File: src/rtl/rf_pkg.sv
// Shared widths and the writeback request type for the register-file write path.
package rf_pkg;
  localparam int XLEN      = 32;
  localparam int REG_IDX_W = 5;
  localparam int NUM_REGS  = 32;

  typedef struct packed {
    logic [REG_IDX_W-1:0] idx;
    logic [XLEN-1:0]      data;
  } wb_req_t;
endpackage

File: src/rtl/wb_fifo.sv
// Small writeback FIFO without fall-through; exposes per-slot valid/idx so the
// arbiter can report pending writers to decode.
module wb_fifo
  import rf_pkg::*;
#(
  parameter int DEPTH = 2
) (
  input  logic                             clk,
  input  logic                             reset,
  input  logic                             push,
  input  wb_req_t                          push_req,
  input  logic                             pop,
  output wb_req_t                          head,
  output logic                             full,
  output logic                             empty,
  output logic [DEPTH-1:0]                 entry_valid,
  output logic [DEPTH-1:0][REG_IDX_W-1:0]  entry_idx
);
  localparam int AW = $clog2(DEPTH);
  localparam int PW = AW + 1;

  wb_req_t       mem [DEPTH];
  logic [PW-1:0] wr_ptr;
  logic [PW-1:0] rd_ptr;
  logic [PW-1:0] count;
  logic [AW-1:0] off;

  // Extra pointer MSB tells a full ring apart from an empty one.
  assign count = wr_ptr - rd_ptr;
  assign empty = (wr_ptr == rd_ptr);
  assign full  = (wr_ptr[AW] != rd_ptr[AW]) && (wr_ptr[AW-1:0] == rd_ptr[AW-1:0]);
  assign head  = mem[rd_ptr[AW-1:0]];

  always_ff @(posedge clk or posedge reset) begin
    if (reset) begin
      wr_ptr <= '0;
      rd_ptr <= '0;
    end else begin
      if (push && !full) wr_ptr <= wr_ptr + 1'b1;
      if (pop && !empty) rd_ptr <= rd_ptr + 1'b1;
    end
  end

  always_ff @(posedge clk) begin
    if (push && !full) mem[wr_ptr[AW-1:0]] <= push_req;
  end

  // A slot is live when its distance from the read pointer is below the fill count.
  always_comb begin
    off         = '0;
    entry_valid = '0;
    entry_idx   = '0;
    for (int i = 0; i < DEPTH; i++) begin
      off            = AW'(i) - rd_ptr[AW-1:0];
      entry_valid[i] = ({1'b0, off} < count);
      entry_idx[i]   = mem[i].idx;
    end
  end
endmodule

File: src/rtl/rf_wb_arbiter.sv
// Register-file write initiator: buffers ALU and LSU writebacks, arbitrates one
// write per cycle with a starvation guard for the LSU, and reports bypass/pending.
module rf_wb_arbiter
  import rf_pkg::*;
#(
  parameter int FIFO_DEPTH = 2,
  parameter int STARVE_MAX = 3
) (
  input  logic                 clk,
  input  logic                 reset,
  input  logic                 a_valid,
  output logic                 a_ready,
  input  logic [REG_IDX_W-1:0] a_idx,
  input  logic [XLEN-1:0]      a_data,
  input  logic                 b_valid,
  output logic                 b_ready,
  input  logic [REG_IDX_W-1:0] b_idx,
  input  logic [XLEN-1:0]      b_data,
  output logic                 rf_wr_en,
  output logic [REG_IDX_W-1:0] rf_wr_idx,
  output logic [XLEN-1:0]      rf_wr_data,
  input  logic [REG_IDX_W-1:0] byp_idx1,
  input  logic [REG_IDX_W-1:0] byp_idx2,
  output logic                 byp_hit1,
  output logic                 byp_hit2,
  output logic [XLEN-1:0]      byp_data1,
  output logic [XLEN-1:0]      byp_data2,
  output logic                 pend1,
  output logic                 pend2
);
  localparam int SW = $clog2(STARVE_MAX + 1);

  wb_req_t a_req, b_req, a_head, b_head, win_req;
  logic    a_full, a_empty, b_full, b_empty;
  logic    a_win, b_win, any_win;
  logic [SW-1:0] starve_cnt;
  logic [FIFO_DEPTH-1:0]                a_ev, b_ev;
  logic [FIFO_DEPTH-1:0][REG_IDX_W-1:0] a_eidx, b_eidx;

  assign a_ready = !a_full && !reset;
  assign b_ready = !b_full && !reset;
  assign a_req   = '{idx: a_idx, data: a_data};
  assign b_req   = '{idx: b_idx, data: b_data};

  wb_fifo #(.DEPTH(FIFO_DEPTH)) u_fifo_a (
    .clk(clk), .reset(reset), .push(a_valid && a_ready), .push_req(a_req),
    .pop(a_win), .head(a_head), .full(a_full), .empty(a_empty),
    .entry_valid(a_ev), .entry_idx(a_eidx)
  );

  wb_fifo #(.DEPTH(FIFO_DEPTH)) u_fifo_b (
    .clk(clk), .reset(reset), .push(b_valid && b_ready), .push_req(b_req),
    .pop(b_win), .head(b_head), .full(b_full), .empty(b_empty),
    .entry_valid(b_ev), .entry_idx(b_eidx)
  );

  // A has priority; B takes over once it has lost STARVE_MAX times in a row.
  assign b_win   = !b_empty && (a_empty || (starve_cnt == SW'(STARVE_MAX)));
  assign a_win   = !a_empty && !b_win;
  assign any_win = a_win || b_win;
  assign win_req = b_win ? b_head : a_head;

  always_ff @(posedge clk or posedge reset) begin
    if (reset) begin
      starve_cnt <= '0;
      rf_wr_en   <= 1'b0;
      rf_wr_idx  <= '0;
      rf_wr_data <= '0;
    end else begin
      if (!b_empty && !b_win)
        starve_cnt <= (starve_cnt == SW'(STARVE_MAX)) ? starve_cnt : starve_cnt + 1'b1;
      else
        starve_cnt <= '0;
      rf_wr_en <= any_win && (win_req.idx != '0);
      if (any_win && (win_req.idx != '0)) begin
        rf_wr_idx  <= win_req.idx;
        rf_wr_data <= win_req.data;
      end
    end
  end

  assign byp_hit1  = rf_wr_en && (rf_wr_idx == byp_idx1) && (byp_idx1 != '0);
  assign byp_hit2  = rf_wr_en && (rf_wr_idx == byp_idx2) && (byp_idx2 != '0);
  assign byp_data1 = byp_hit1 ? rf_wr_data : '0;
  assign byp_data2 = byp_hit2 ? rf_wr_data : '0;

  // x0 entries never make decode stall, so they are skipped here.
  always_comb begin
    pend1 = 1'b0;
    pend2 = 1'b0;
    for (int i = 0; i < FIFO_DEPTH; i++) begin
      if (a_ev[i] && (a_eidx[i] != '0)) begin
        if (a_eidx[i] == byp_idx1) pend1 = 1'b1;
        if (a_eidx[i] == byp_idx2) pend2 = 1'b1;
      end
      if (b_ev[i] && (b_eidx[i] != '0)) begin
        if (b_eidx[i] == byp_idx1) pend1 = 1'b1;
        if (b_eidx[i] == byp_idx2) pend2 = 1'b1;
      end
    end
  end
endmodule

File: config.mk
export PLATFORM = sky130hd
export DESIGN_NAME = rf_wb_arbiter
export DESIGN_NICKNAME = d
export VERILOG_FILES = /design/src/rtl/rf_pkg.sv /design/src/rtl/wb_fifo.sv /design/src/rtl/rf_wb_arbiter.sv
export SDC_FILE = /design/constraint.sdc
export NUM_CORES = 1
export LEC_CHECK = 0
export CORE_MARGIN = 2
export CORE_UTILIZATION = 55
export CTS_CLUSTER_DIAMETER = 150
export DETAILED_ROUTE_END_ITERATION = 8
export PLACE_DENSITY = 0.86
export RECOVER_POWER = 25
export SLEW_MARGIN = 15
export SYNTH_ARGS = -nofsm -noshare
export SYNTH_HDL_FRONTEND = slang
export SYNTH_SLANG_ARGS = --single-unit
File: constraint.sdc
create_clock -name clk -period 7.05 [get_ports clk]
set_input_delay 1.7625 -clock clk [delete_from_list [all_inputs] [get_ports clk]]
set_output_delay 1.7625 -clock clk [all_outputs]
set_load 0.02 [all_outputs]
==> flow_summary.ini <==
[status]
outcome = complete, no violations

[layout]
final_core_util_pct = 73.7
final_area_um2 = 11700
nFillCells = 1007
final_nets = 875
regArea_um2 = 5650
multi_input_area_um2 = 3070
synthToLayoutAreaGrowth_pct = 31.3
drive_gt1_share_pct = 11.9

[worst_setup_path]
arrival_ps = 4230
required_ps = 5290
startpoint_type = input port
critPathKind = in -> out
worstPathMaxFanout = 20
end_kind = primary output

[synthesis]
avgSynthCellArea_um2 = 15.2
synth_edf_count = 148
synthesis.nets = 683
synth_area_um2 = 8920
syn_inst = 588
synth_cell_type_count = 40
synth-main-ff-cell = edfxtp_1
async_flop_share_pct = 24.5
synth-seq-cells = 196
yosysSeqAreaShare_pct = 63.3
ys_warn_count = 0

[power_and_ir_drop]
p_clk_share_pct = 19.6
power.density_nw_per_um2 = 448
p_leak_uw = 0.00458
total_power_uw = 5250
p_seq_share_pct = 34.5
ir_drop_mv = 0.379
p_comb_share_pct = 45.9
power.switching_uw = 1860
internal_power_uw = 3380
switching_share_pct = 35.5

[sta]
period_needed_ps = 5990
max_freq_mhz = 167
rsz0062_at_grt = false
final-setup-viol-count = 0
slew_violations = 0
worst_slew_pin_slew_ps = 1140
min_period_over_period_pct = 85.0
finClkSkew_ps = 9.26
tns_ps = 0
hold_viol = 0
slew_headroom_pct = 24.0
worst_slack_ps = 1060

[global_routing]
grt_use_met2_pct = 46.1
antenna_found_initial = 3
grt_max_degree = 49
grt_util_met1_pct = 29.8
use_met3_pct = 4.13
grt_pass1_vias = 5967
track_usage_pct = 25.2
grt_first_pass_wirelength_um = 33200
busiest_layer = met2
grt_overflow = 0

[placed_design]
placed_area_um2 = 11100
place_ws_ps = 1090
gp_congestion = 0.807
hpwlAfterDp_um = 14200
port_buffers = 195

[drt]
drtAntennaViolNets = 0
drtIter0Drc = 228
drt-vias-per-instance = 5.41
drt_pre_antenna_iters = 5
drc = 0
wl_per_cell_um = 21.1
vias = 5479
routed_wl_um = 21300

[clocking]
cts_inserted_buffers = 17
path_clk_slew_ps = 60
cts_sinks = 196
clk_latency_ps = 440
clk_path_buf_depth = 2
postCtsSetupRepairBufs = 0
cts_tree = done
hold_buffers = 0
ctsResizeCount = 0
htreeDepth = 4
ctsRootBufferMaster = clkbuf_16

[floorplanning]
ios = 196
die_x_um = 131
die-area_um2 = 17200
die_h_um = 131
core_area_um2 = 15900
start_util_pct = 56.1
row_count = 46

[job]
maxCapViolations = 0

[hold_path]
min_path_type = reg -> reg
-- area by class of cell --
type                            instances  share of cell area [%]
Sequential cell                       196                    48.3
Multi-Input combinational cell        349                    26.3
Timing Repair Buffer                  205                    17.3
Clock buffer                           19                    3.70
Tap cell                              216                    2.31
Clock inverter                         13                    1.73
Inverter                               11                   0.353
Antenna cell                            3                  0.0641
-- cell usage after synthesis (7+ instances only) --
master / count / area (um2)
and2_1: 65 / 407
nand2_1: 8 / 30.0
mux2_4: 29 / 435
inv_1: 11 / 41.3
mux2i_1: 110 / 1100
edfxtp_1: 148 / 4440
nand3_1: 9 / 45.0
nor3_1: 7 / 35.0
clkbuf_1: 18 / 67.6
dfrtp_1: 48 / 1200
ha_1: 7 / 87.6
xnor2_1: 33 / 289
nor2_1: 11 / 41.3
xor2_1: 24 / 210
-- final timing paths --
path                                    start            endpoint  slack, ps  cells after the start
setup / recovery                  byp_idx2[1]       byp_data2[30]       1060                      8
hold / removal                  starve_cnt[0]       starve_cnt[0]        460                      1
setup reg to reg           u_fifo_b.rd_ptr[0]       rf_wr_data[8]       3330                      8
hold reg to reg                 starve_cnt[0]       starve_cnt[0]        460                      1
max in group asynchronous               reset  u_fifo_a.rd_ptr[0]       4650                      3
min in group asynchronous               reset            rf_wr_en       1910                      3
-- registers in the layout (all words and copies together), names as in the netlist --
| name | cells |
|---|---|
| u_fifo_b.rd_ptr | 2 |
| starve_cnt | 2 |
| rf_wr_idx | 5 |
| u_fifo_a.wr_ptr | 2 |
| u_fifo_a.rd_ptr | 2 |
| rf_wr_data | 32 |
| rf_wr_en | 1 |
| u_fifo_b.mem | 74 |
| u_fifo_a.mem | 74 |
| u_fifo_b.wr_ptr | 2 |
-- logic make-up (layout without fill, tap and decap cells) --
logic type | count (synthesis) | in the layout | synth area share, %
xor gates and xnor gates | 58 | 58 | 5.78
adders and majority gates | 7 | 7 | 0.982
AOI/OAI and AO/OA | 20 | 20 | 1.68
buffers and inverters | 43 | 248 | 2.55
muxes | 145 | 145 | 18.0
DFF | 196 | 196 | 63.3
other | 0 | 3 | 0
and+or+nand+nor | 119 | 119 | 7.69
-- power groups by stage --
stage               sequential, uW  clock (uW)  combinational, uW
global placement              1810           0               2320
detailed placement            1830           0               2390
CTS                           1810        1040               2420
global route                  1840        1090               2570
floorplan                     1880           0               1640
finish                        1810        1030               2410
-- critical path: stages --
cell,delay (ps)
clkdlybuf4s50_1,730
nor4_1,110
nor3_1,150
a21oi_1,70
nor3_2,280
buf_4,300
and2_1,200
clkdlybuf4s50_1,620
-- routing by layer --
layer	wire [um]	share of wire, %
met1	8520	40
met2	11300	53
met3	934	4.4
met4	540	2.5
met5	0	0
-- per-stage QoR --
stage | instances | hold slack [ps]
global route | 1012 | 466
global placement | 977 | 421
detailed placement | 977 | 439
floorplan | 588 | 406
CTS | 1009 | 453
finish | 1012 | 457
-- placed cells by master, fill, tap and decap left out, types with 3 or more instances in the layout --
cell type        count
edfxtp_1           148
clkdlybuf4s50_1    132
mux2i_1            110
and2_1              65
dlygate4sd3_1       63
dfrtp_1             46
xnor2_1             33
mux2_4              29
xor2_1              24
clkbuf_16           17
inv_1               10
buf_4               10
nand3_1              9
nor2_1               9
nand2_1              7
ha_1                 7
a21oi_1              6
nor4_1               6
mux2_2               6
nor3_1               5
nand4_1              4
bufinv_16            4
diode_2              3
or4_1                3
clkinv_4             3
Power figures use the tool's default switching activity.
